[config.mk]
export PLATFORM = sky130hd
export DESIGN_NAME = muldiv_seq
export DESIGN_NICKNAME = d
export VERILOG_FILES = /design/src/rtl/muldiv_pkg.sv /design/src/rtl/muldiv_operand_prep.sv /design/src/rtl/muldiv_seq.sv
export SDC_FILE = /design/constraint.sdc
export NUM_CORES = 1
export LEC_CHECK = 0
export BUFFER_PORTS_ARGS = -buffer_cell sky130_fd_sc_hd__buf_2
export CORE_ASPECT_RATIO = 1.2
export CORE_MARGIN = 3
export CORE_UTILIZATION = 65
export CTS_CLUSTER_DIAMETER = 150
export DETAILED_ROUTE_END_ITERATION = 10
export PLACE_DENSITY = 0.81
export SLEW_MARGIN = 20
export SYNTH_ARGS = -nofsm -noshare
export SYNTH_HDL_FRONTEND = slang
export SYNTH_SLANG_ARGS = --single-unit
[constraint.sdc]
create_clock -name clk_i -period 7.15 [get_ports clk_i]
set_clock_uncertainty 0.05 [all_clocks]
set_input_delay 1.43 -clock clk_i [delete_from_list [all_inputs] [get_ports clk_i]]
set_output_delay 1.43 -clock clk_i [all_outputs]
set_load 0.02 [all_outputs]
[src/rtl/muldiv_pkg.sv]
// Shared definitions for the sequential RV32M multiply/divide unit:
// funct3 encodings, sequencer states and the special-case result constants.
package muldiv_pkg;

  typedef enum logic [2:0] {
    OP_MUL    = 3'b000,
    OP_MULH   = 3'b001,
    OP_MULHSU = 3'b010,
    OP_MULHU  = 3'b011,
    OP_DIV    = 3'b100,
    OP_DIVU   = 3'b101,
    OP_REM    = 3'b110,
    OP_REMU   = 3'b111
  } op_t;

  typedef enum logic [1:0] {
    S_IDLE  = 2'd0,
    S_CALC  = 2'd1,
    S_FIXUP = 2'd2,
    S_DONE  = 2'd3
  } state_t;

  localparam int XLEN_DEF = 32;
  localparam logic [XLEN_DEF-1:0] INT_MIN  = 32'h8000_0000;
  localparam logic [XLEN_DEF-1:0] ALL_ONES = 32'hFFFF_FFFF;

endpackage

[src/rtl/muldiv_operand_prep.sv]
// Combinational decode of funct3 and operands: magnitudes, sign flags and
// the divide special cases that bypass the iterator.
module muldiv_operand_prep
  import muldiv_pkg::*;
#(
  parameter int XLEN = 32
) (
  input  logic [2:0]      op,
  input  logic [XLEN-1:0] opr_1,
  input  logic [XLEN-1:0] opr_2,
  output logic [XLEN-1:0] mag_1,
  output logic [XLEN-1:0] mag_2,
  output logic            sign_1,
  output logic            sign_2,
  output logic            is_div,
  output logic            is_rem,
  output logic            high_half,
  output logic            div_by_zero,
  output logic            overflow
);

  logic signed_1;
  logic signed_2;

  always_comb begin
    signed_1 = 1'b0;
    signed_2 = 1'b0;
    case (op)
      OP_MULH, OP_DIV, OP_REM: begin
        signed_1 = 1'b1;
        signed_2 = 1'b1;
      end
      OP_MULHSU: signed_1 = 1'b1;
      default: ;
    endcase
  end

  assign sign_1 = signed_1 & opr_1[XLEN-1];
  assign sign_2 = signed_2 & opr_2[XLEN-1];
  // INT_MIN negates to itself, which is still the correct unsigned magnitude
  assign mag_1  = sign_1 ? -opr_1 : opr_1;
  assign mag_2  = sign_2 ? -opr_2 : opr_2;

  assign is_div    = op[2];
  assign is_rem    = op[2] & op[1];
  assign high_half = ~op[2] & (op[1:0] != 2'b00);

  assign div_by_zero = is_div && (opr_2 == '0);
  assign overflow    = ((op == OP_DIV) || (op == OP_REM)) &&
                       (opr_1 == INT_MIN) && (opr_2 == ALL_ONES);

endmodule

[src/rtl/muldiv_seq.sv]
// Multi-cycle RV32M sequencer: one shared iterator does shift-add multiply
// and restoring divide, one result bit per CALC cycle, signs applied in FIXUP.
module muldiv_seq
  import muldiv_pkg::*;
#(
  parameter int XLEN = 32,
  parameter int ITER = XLEN
) (
  input  logic            clk_i,
  input  logic            rst_i,
  input  logic            start_i,
  input  logic [2:0]      op_i,
  input  logic [XLEN-1:0] opr_1_i,
  input  logic [XLEN-1:0] opr_2_i,
  input  logic            kill_i,
  output logic            ready_o,
  output logic            valid_o,
  output logic [XLEN-1:0] result_o
);

  localparam int CW = (ITER > 1) ? $clog2(ITER) : 1;
  localparam logic [CW-1:0] CNT_LAST = CW'(ITER - 1);

  state_t state_reg, state_next;
  logic [CW-1:0]     cnt_reg;
  logic [2*XLEN-1:0] a_reg;
  logic [XLEN-1:0]   b_reg;
  logic [2*XLEN-1:0] acc_reg;
  logic [XLEN-1:0]   result_reg;
  logic              sign1_reg, sign2_reg;
  logic              is_div_reg, is_rem_reg, high_reg;

  logic [XLEN-1:0] mag_1, mag_2;
  logic            sign_1, sign_2, is_div, is_rem, high_half;
  logic            div_by_zero, overflow, special, accept;
  logic [XLEN-1:0] special_res;

  muldiv_operand_prep #(.XLEN(XLEN)) u_prep (
    .op          (op_i),
    .opr_1       (opr_1_i),
    .opr_2       (opr_2_i),
    .mag_1       (mag_1),
    .mag_2       (mag_2),
    .sign_1      (sign_1),
    .sign_2      (sign_2),
    .is_div      (is_div),
    .is_rem      (is_rem),
    .high_half   (high_half),
    .div_by_zero (div_by_zero),
    .overflow    (overflow)
  );

  assign ready_o  = (state_reg == S_IDLE) || (state_reg == S_DONE);
  assign valid_o  = (state_reg == S_DONE);
  assign result_o = result_reg;
  assign accept   = start_i && ready_o && !kill_i;
  assign special  = div_by_zero || overflow;

  always_comb begin
    special_res = div_by_zero ? ALL_ONES : INT_MIN;
    if (is_rem) special_res = div_by_zero ? opr_1_i : '0;
  end

  // Iteration step for both operations
  logic [2*XLEN-1:0] mul_next, div_next, acc_step;
  logic [XLEN:0]     rem_sh, rem_diff;

  always_comb begin
    mul_next = b_reg[0] ? (acc_reg + a_reg) : acc_reg;
    rem_sh   = {acc_reg[2*XLEN-1:XLEN], acc_reg[XLEN-1]};
    rem_diff = rem_sh - {1'b0, b_reg};
    if (rem_diff[XLEN]) div_next = {rem_sh[XLEN-1:0], acc_reg[XLEN-2:0], 1'b0};
    else                div_next = {rem_diff[XLEN-1:0], acc_reg[XLEN-2:0], 1'b1};
    acc_step = is_div_reg ? div_next : mul_next;
  end

  // Sign correction and result selection; the divide keeps rem:quot in acc
  logic [2*XLEN-1:0] prod_fix;
  logic [XLEN-1:0]   quot_fix, rem_fix, fix_res;

  always_comb begin
    prod_fix = (sign1_reg ^ sign2_reg) ? -acc_reg : acc_reg;
    quot_fix = (sign1_reg ^ sign2_reg) ? -acc_reg[XLEN-1:0] : acc_reg[XLEN-1:0];
    rem_fix  = sign1_reg ? -acc_reg[2*XLEN-1:XLEN] : acc_reg[2*XLEN-1:XLEN];
    if (is_div_reg)    fix_res = is_rem_reg ? rem_fix : quot_fix;
    else if (high_reg) fix_res = prod_fix[2*XLEN-1:XLEN];
    else               fix_res = prod_fix[XLEN-1:0];
  end

  always_comb begin
    state_next = state_reg;
    if (kill_i) begin
      state_next = S_IDLE;
    end else begin
      case (state_reg)
        S_IDLE, S_DONE: begin
          if (start_i) state_next = special ? S_DONE : S_CALC;
          else         state_next = S_IDLE;
        end
        S_CALC:  if (cnt_reg == CNT_LAST) state_next = S_FIXUP;
        S_FIXUP: state_next = S_DONE;
        default: state_next = S_IDLE;
      endcase
    end
  end

  always_ff @(posedge clk_i) begin
    if (rst_i) begin
      state_reg  <= S_IDLE;
      cnt_reg    <= '0;
      a_reg      <= '0;
      b_reg      <= '0;
      acc_reg    <= '0;
      result_reg <= '0;
      sign1_reg  <= 1'b0;
      sign2_reg  <= 1'b0;
      is_div_reg <= 1'b0;
      is_rem_reg <= 1'b0;
      high_reg   <= 1'b0;
    end else begin
      state_reg <= state_next;
      if (accept) begin
        cnt_reg    <= '0;
        sign1_reg  <= sign_1;
        sign2_reg  <= sign_2;
        is_div_reg <= is_div;
        is_rem_reg <= is_rem;
        high_reg   <= high_half;
        b_reg      <= mag_2;
        a_reg      <= is_div ? '0 : {{XLEN{1'b0}}, mag_1};
        acc_reg    <= is_div ? {{XLEN{1'b0}}, mag_1} : '0;
        if (special) result_reg <= special_res;
      end else if (!kill_i && state_reg == S_CALC) begin
        acc_reg <= acc_step;
        a_reg   <= a_reg << 1;
        if (!is_div_reg) b_reg <= b_reg >> 1;
        if (cnt_reg != CNT_LAST) cnt_reg <= cnt_reg + 1'b1;
      end else if (!kill_i && state_reg == S_FIXUP) begin
        result_reg <= fix_res;
      end
    end
  end

endmodule
# ---- Word level (Yosys, flattened, before mapping)
# Index checks and enable logic that the tools add are counted.
dict set report totals {
  register_bits 204
  latchBits 0
  ramBits 0
  rom_bits 0
  inputBits 71
  out_inout_bits 34
  wordCells 99
  n_memories 0
}
dict set report op_classes {
  addsub 8
  n_mul 0
  n_div 0
  magnitude_cmp 0
  eq_ne 15
  shift 0
  mux 33
  n_bitwise 6
  reduce_logical 26
}
# op n
set op_table {}
lappend op_table {{$mux 32} 18}
lappend op_table {{$mux 64} 8}
lappend op_table {{$neg 32->32} 4}
lappend op_table {{$add 64x64->64} 1}
lappend op_table {{$eq 32x32->1 const B} 2}
lappend op_table {{$neg 64->64} 1}
lappend op_table {{$sub 33x32->33} 1}
lappend op_table {{$logic_not 32->1} 1}
lappend op_table {{$mux 31} 1}
lappend op_table {{$logic_and 1x1->1} 7}
lappend op_table {{$eq 3x3->1 const B} 2}
lappend op_table {{$mux 2} 3}
lappend op_table {{$ne 2x2->1 const B} 3}
lappend op_table {{$pmux 2 s3} 1}
lappend op_table {{$reduce_and 2->1} 3}
lappend op_table {{$reduce_bool 2->1} 3}
lappend op_table {{$reduce_or 2->1} 3}
lappend op_table {{$add 5x1->5 const B} 1}
lappend op_table {{$eq 5x5->1 const B} 1}
lappend op_table {{$ne 5x5->1 const B} 1}
lappend op_table {{$and 1x1->1} 4}
lappend op_table {{$eq 2x2->1 const B} 2}
lappend op_table {{$reduce_or 4->1} 1}
lappend op_table {{$eq 3x1->1 const B} 1}
lappend op_table {{12 further kinds} 15}

# ---- Logic depth before layout (Yosys ltp)
# Gate-level depths: netlist of run 1.
dict set report logic_depth {
  depth_word 8
  mapped_depth 15
  mapped_depth_nobuf 14
}

# ---- Modules after synthesis
# Synthesis of run 1 repeated with hierarchy kept, for this count alone.
dict set report unflattened {
  hier_cells 2542
  hier_area_um2 18466.5
}
# module n_inst cells_per_inst area_per_inst_um2 seq_area_each_um2
set by_module_without_submodules {}
lappend by_module_without_submodules {muldiv_seq 1 2329 16998.8 4083.9}
lappend by_module_without_submodules {muldiv_operand_prep 1 213 1467.7 0.0}

# ---- Least setup slack after synthesis of run 1
# Ideal clock, no wire load.
dict set report synth_timing {
  kind {input -> register}
  startpoint {input opr_2_i[0]}
  endpoint {register result_reg[31] (netlist: result_o[31])}
  setup_ns 0.131
  arrival_time_ns 3.889
  path_slack_ns 3.080
  cell_stages 13
  path_buffers 1
  cell_sequence {inv_1 ha_1 or3b_1 or4_1 nor2b_1 nand4_1 or2_4 o21ai_4 a21o_1 nor2_1 clkbuf_1 nand2_1 o41ai_2}
}
dict set report synth_via {
  elab_chain_cells 6
}
# item line
set synth_rtl {}
lappend synth_rtl {{start: declaration} muldiv_seq.sv:14} ;# input logic [XLEN-1:0] opr_2_i,
lappend synth_rtl {{$logic_not 32->1} muldiv_operand_prep.sv:48} ;# assign div_by_zero = is_div && (opr_2 == '0);
lappend synth_rtl {{$logic_and 1x1->1} muldiv_operand_prep.sv:48}
lappend synth_rtl {{$mux 32 (2 in series)} muldiv_seq.sv:61} ;# if (is_rem) special_res = div_by_zero ? opr_1_i : '0;
lappend synth_rtl {{$mux 32} muldiv_seq.sv:132} ;# if (special) result_reg <= special_res;
lappend synth_rtl {{$mux 32} muldiv_seq.sv:122} ;# if (accept) begin
lappend synth_rtl {{end signal: assignment} muldiv_seq.sv:132}
lappend synth_rtl {{end signal: assignment} muldiv_seq.sv:139} ;# result_reg <= fix_res;
lappend synth_rtl {{end: declaration} muldiv_seq.sv:29} ;# logic [XLEN-1:0] result_reg;
# Several ways; a longest one is shown, not always the timed one. The select of a mux whose other input is x is not followed.
# A chain may end at the register's enable or synchronous reset.

# ---- Worst setup path in the final report of run 1
dict set report layout_timing {
  startpoint {register acc_reg[32]}
  endpoint {register acc_reg[62]}
}
dict set report layout_via {
  elab_chain_cells 5
}
# item line
set layout_rtl {}
lappend layout_rtl {{start: declaration} muldiv_seq.sv:28} ;# logic [2*XLEN-1:0] acc_reg;
lappend layout_rtl {{start signal: assignment} muldiv_seq.sv:131} ;# acc_reg <= is_div ? {{XLEN{1'b0}}, mag_1} : '0;
lappend layout_rtl {{start signal: assignment} muldiv_seq.sv:134} ;# acc_reg <= acc_step;
lappend layout_rtl {{$add 64x64->64 or $sub 33x32->33 (tied branches)} {muldiv_seq.sv:69, muldiv_seq.sv:71}}
lappend layout_rtl {{$mux 64, on equally long branches} {muldiv_seq.sv:69, muldiv_seq.sv:72}}
lappend layout_rtl {{$mux 64 (*)} muldiv_seq.sv:74} ;# acc_step = is_div_reg ? div_next : mul_next;
lappend layout_rtl {{$mux 64 (*)} muldiv_seq.sv:133} ;# end else if (!kill_i && state_reg == S_CALC) begin
lappend layout_rtl {{$mux 64 (*)} muldiv_seq.sv:122}
# Every way passes the cells marked *; elsewhere a longest branch is shown, timed or not. The select of a mux whose other input is x is not followed.

==> qor.txt, run 1 <==
syn_nets: 2799
layout net count: 2776
Fill cells: 2417
Seq/Total Area, Yosys: 21.8%
WP data required: 7490 ps
full die area: 31000 um^2
Worst EP arrival: 4920 ps
Netlist cell types: 97
most used cells in the layout excluding fill and tap cells: nor2_1 (307), a21oi_1 (299), nand2_1 (287)
drt first-iter violations: 2324
mean cell area of the mapped netlist: 7.16 um^2
Horiz. Die Dim: 161 um
Core Area: 28200 um^2
Post-Synthesis Cells: 2621
worst setup margin: 2580 ps
CTS Hold Bufs: 0
Detailed Routing Iterations Pass 1: 9
CTS Buf Count: 23
initial core utilization: 66.7%
Critical Path Source Type: flop
min cycle time layout: 4570 ps
f_max: 219 MHz
total gr overflow: 0
initial antenna violation count: 1
Bufs and invs on worst path: 2
clk sinks: 204
Worst VDD drop: 0.194 mV
Antenna Nets Post-Route: 0
commonest non-fill, non-tap cell in the layout: nor2_1
crit path cell chain: inv_1 > fa_1 > nor2b_1 > o31ai_1 > a211oi_1 > a31oi_1 > o41ai_2 > o21ai_2 > xnor2_4 > buf_4 > nor2_1 > a311o_1 > o211ai_1 > a21oi_1
vias per inst: 6.78
via count: 20.3k
synthesized area: 18800 um^2
number of gates resized after cts: 0
layout cells sized above 1: 9.07%
DRC Markers: 0
FF+latch count, synth: 204
Setup crit end kind: flop
I/O Buffers: 104
DPL Wire Length: 50000 um
Avg WL per Cell: 22.5 um
worst-case hold slack: 394 ps
Layout Cells excl Fill: 2991
clk slew on worst S/H paths: 60 ps
final clock period utilization by the worst path: 64.0%
HP Class: reg2reg
area occupied by multi-input gates: 13800 um^2
Area Growth Syn to Fin: 7.43%
crit-path leading delay family: compound AO/OA/AOI/OAI gates
max-cap violation count: 0
first-pass GRT wire length: 105000 um
clock buffer depth: 3
max-slew violations: 0
EDFF count, synth: 0
Reg area: 4090 um^2
pwr dens: 176 nW/um^2
die height: 192 um
most common flop cell mapped by yosys: dfxtp_1
setup TNS: 0 ps
Placement Cell Area: 19300 um^2
Rel. slew slack: 19.7%
antenna diode count: 0
dpl cells: 2952
CTS tree: done
clk_lat worst skew: 550 ps
GP Congestion: 1.10
Final Instance Area: 20200 um^2
Finish-stage setup viols: 0
P_leak: 7.95 nW
pre-CTS setup slack: 2150 ps
measured slew at the worst slew-check pin: 1200 ps
routed wire length: 67300 um
global-route usage over all layers: 42.4%
asr flop ratio synth: 0%
H-tree depth: 1
CP peak stage delay: 530 ps
crit path max fanout: 27
root buffer cell: clkbuf_16
vias in the first global route: 19.3k
Final Hold Fails: 0
RSZ-0062 raised after global routing: false
IO Pins: 105
post-CTS setup buffers: 0
largest net degree at the start of global routing: 90
Syn. warnings: 0
highest-delay cell along the critical path: xnor2_4
# rows: 67
status: finished clean
critical path class: reg2reg
-- tightest hold or removal path, delay by kind of cell (launching register included) --
family / cells / cell delay (ps)
DFF: 1 / 310
and+or+nand+nor: 2 / 90
-- cell type report --
| cell class | instances | area share, % |
|---|---|---|
| clock buffers | 28 | 3.10 |
| clock inverters | 11 | 1.19 |
| inverters | 76 | 1.41 |
| multi-input cells | 2170 | 68.4 |
| flip-flops and latches | 204 | 20.3 |
| well taps | 379 | 2.35 |
| repair buffers | 123 | 3.30 |
-- cells by family (layout without fill, tap and decap cells) --
group	Yosys count	after routing	share of synthesized area (%)
adder cells (fa/ha/maj)	107	107	7.21
flip-flops	204	204	21.8
multiplexers	56	56	3.03
buffers and inverters	247	238	5.12
AND/OR/NAND/NOR	889	889	22.0
XOR/XNOR	224	224	10.5
AO/OA/AOI/OAI	894	894	30.4
-- where the power goes --
group / switching, mW / internal [mW]
sequential: 0.0523 / 1.17
clock: 0.509 / 0.871
combinational: 0.619 / 0.335
-- path summary, 6_finish.rpt --
check | startpoint | end | slack [ps] | cells after the start
max | acc_reg[32] | acc_reg[62] | 2580 | 14
min | result_o[23] | result_o[23] | 390 | 2
max reg2reg | acc_reg[32] | acc_reg[62] | 2580 | 14
min reg2reg | result_o[23] | result_o[23] | 390 | 2
-- Yosys cell counts, drive strengths merged, types with 27 or more instances --
cell type,count,area (um^2)
nor2,312,1180
a21oi,302,1530
nand2,289,1090
o21ai,218,1150
dfxtp,204,4080
clkbuf,139,522
xnor2,119,1050
ha,105,1310
xor2,105,920
inv,75,282
nor3,63,342
a211oi,56,438
mux2i,50,500
a21o,41,308
nand4,39,244
buf,32,155
o211ai,31,233
nand2b,27,169
o31ai,27,208
-- routing by layer --
metal | vias to the layer above | track usage, % | part of all wire, %
li1 | 9424 | - | -
met1 | 9427 | 45.8 | 35
met2 | 1057 | 70.8 | 46
met3 | 367 | 6.73 | 7.6
met4 | 2 | 39.3 | 11
met5 | - | 0 | 0.019
-- stage by stage --
step | total power, mW | util (%)
after global placement | 2.15 | 68.5
final | 3.56 | 71.6
after CTS | 3.54 | 71.6
after floorplan | 1.89 | -
after detailed placement | 2.17 | 68.5
after global routing | 3.68 | 71.6
Power figures use the tool's default switching activity.
==> run 2: changes to the inputs <==
- CORE_UTILIZATION: 65 -> 63
- PLACE_DENSITY: 0.81 -> 0.79
- clock period: 7.15 -> 4.75 ns (I/O delays scaled with it)
==> run 2 against run 1 <==
Compared with the run above:
- wire length rose by 4.8%
- combinational power rose by 56%
- die area rose by 3.1%
- non-clock buffer count rose by 30
- power rose by 46%
- critical path depth did not move
- count of clock-buffer cells in the layout rose by 6
- cell count rose by 1.3%
- worst setup slack got worse by 2100 ps
- sequential power rose by 52%
- design area rose by 0.83%
- critical path type unchanged
- largest power group unchanged
==> qor.txt, run 2 (same netlist as run 1, synthesis figures left out) <==
status: finished clean
most used cells in the layout excluding fill and tap cells: nor2_1 (307), a21oi_1 (299), nand2_1 (288)
Int Power: 3.37 mW
Final Total Pwr: 5.20 mW
post-CTS setup buffers: 0
CTS Hold Bufs: 0
via count: 20.7k
max-cap violation count: 0
Layout Cells excl Fill: 3029
Reg power frac: 35.5%
layout cells sized above 1: 10.0%
Core Area: 29100 um^2
HP Class: reg2reg
crit path max fanout: 45
Rel. slew slack: 23.0%
CTS Buf Count: 25
setup TNS: 0 ps
Horiz. Die Dim: 164 um
Net Sw Frac: 35.1%
Detailed Routing Iterations Pass 1: 6
first-pass GRT wire length: 106000 um
die height: 195 um
initial antenna violation count: 0
DRC Markers: 0
routed wire length: 70500 um
min cycle time layout: 4220 ps
dpl cells: 2988
flop2flop setup slack: 530 ps
H-tree depth: 1
number of gates resized after cts: 0
full die area: 31900 um^2
pwr dens: 256 nW/um^2
max-slew violations: 0
clk_lat worst skew: 550 ps
Avg WL per Cell: 23.3 um
combinational share of power: 28.6%
highest-delay cell along the critical path: dfxtp_1
crit path cell chain: inv_1 > fa_1 > nor2b_1 > o31ai_1 > a211oi_1 > a31oi_1 > o41ai_2 > o21ai_2 > xnor2_4 > buf_12 > nor2_1 > a311o_1 > o211ai_1 > a21oi_1
clk slew on worst S/H paths: 60 ps
GP Congestion: 1.10
critical path class: reg2reg
Critical Path Source Type: flop
Setup crit end kind: flop
drt first-iter violations: 2479
RSZ-0062 raised after global routing: false
Area Growth Syn to Fin: 8.32%
IO Pins: 105
root buffer cell: clkbuf_16
Final Util: 69.9%
initial core utilization: 64.5%
Finish-stage setup viols: 0
final clock period utilization by the worst path: 88.9%
Worst EP arrival: 4570 ps
global-route usage over all layers: 42.2%
antenna diode count: 0
P_leak: 8.07 nW
CTS tree: done
Final Instance Area: 20300 um^2
commonest non-fill, non-tap cell in the layout: nor2_1
# rows: 68
WP data required: 5090 ps
total gr overflow: 0
I/O Buffers: 104
Clock Power Share: 35.9%
Antenna Nets Post-Route: 0
Worst VDD drop: 0.281 mV
layout net count: 2808
measured slew at the worst slew-check pin: 1140 ps
clk sinks: 204
largest net degree at the start of global routing: 75
Final Hold Fails: 0
vias per inst: 6.84
clock buffer depth: 3
f_max: 237 MHz
NetSw: 1.83 mW
vias in the first global route: 19.2k
DPL Wire Length: 52300 um
CP peak stage delay: 600 ps
Placement Cell Area: 19600 um^2
==> run 2: worst max-delay path, delay by kind of cell (launching register included) <==
| kind | cells | cell delay, ps |
|---|---|---|
| AOI/OAI and AO/OA | 8 | 1980 |
| DFF | 1 | 600 |
| buffers and inverters | 2 | 500 |
| adders and majority gates | 1 | 450 |
| and+or+nand+nor | 2 | 290 |
| xor gates and xnor gates | 1 | 180 |
==> run 2: power by group through the flow <==
stage          sequential (mW)  combinational [mW]  clock [mW]
2_1_floorplan             1.85               0.999           0
3_3_place_gp              1.88                1.40           0
3_5_place_dp              1.88                1.42           0
4_1_cts                   1.84                1.43        1.88
5_1_grt                   1.85                1.58        1.94
6_report                  1.85                1.49        1.87
==> run 2: final timing paths <==
path,to,cells past startpoint,from
hold reg to reg,result_o[23],2,result_o[23]
setup reg to reg,acc_reg[62],14,acc_reg[32]
setup / recovery,acc_reg[62],14,acc_reg[32]
hold / removal,result_o[23],2,result_o[23]
==> run 2: cell type report <==
class	instances	area (um^2)
Fill cell	2536	8760
Clock inverter	7	70.1
Sequential cell	204	4090
Clock buffer	34	709
Timing Repair Buffer	153	916
Tap cell	385	482
Inverter	76	285
Multi-Input combinational cell	2170	13800
==> run 2: metrics by stage <==
| step | hold slack (ps) | setup WS, ps |
|---|---|---|
| floorplan | 399 | 1160 |
| global placement | 382 | 709 |
| detailed placement | 379 | 564 |
| CTS | 385 | 657 |
| global route | 412 | 312 |
| finish | 385 | 525 |
==> run 2: routing by layer <==
layer  wire length (um)  part of all wire, %  vias to the layer above  global-route usage [%]
met4               8510                   12                        0                    39.2
met5                  0                    0                        -                       0
met1              24700                   35                     9594                    46.5
li1                   -                    -                     9497                       -
met3               5940                  8.4                      390                    6.56
met2              31400                   45                     1226                    68.5
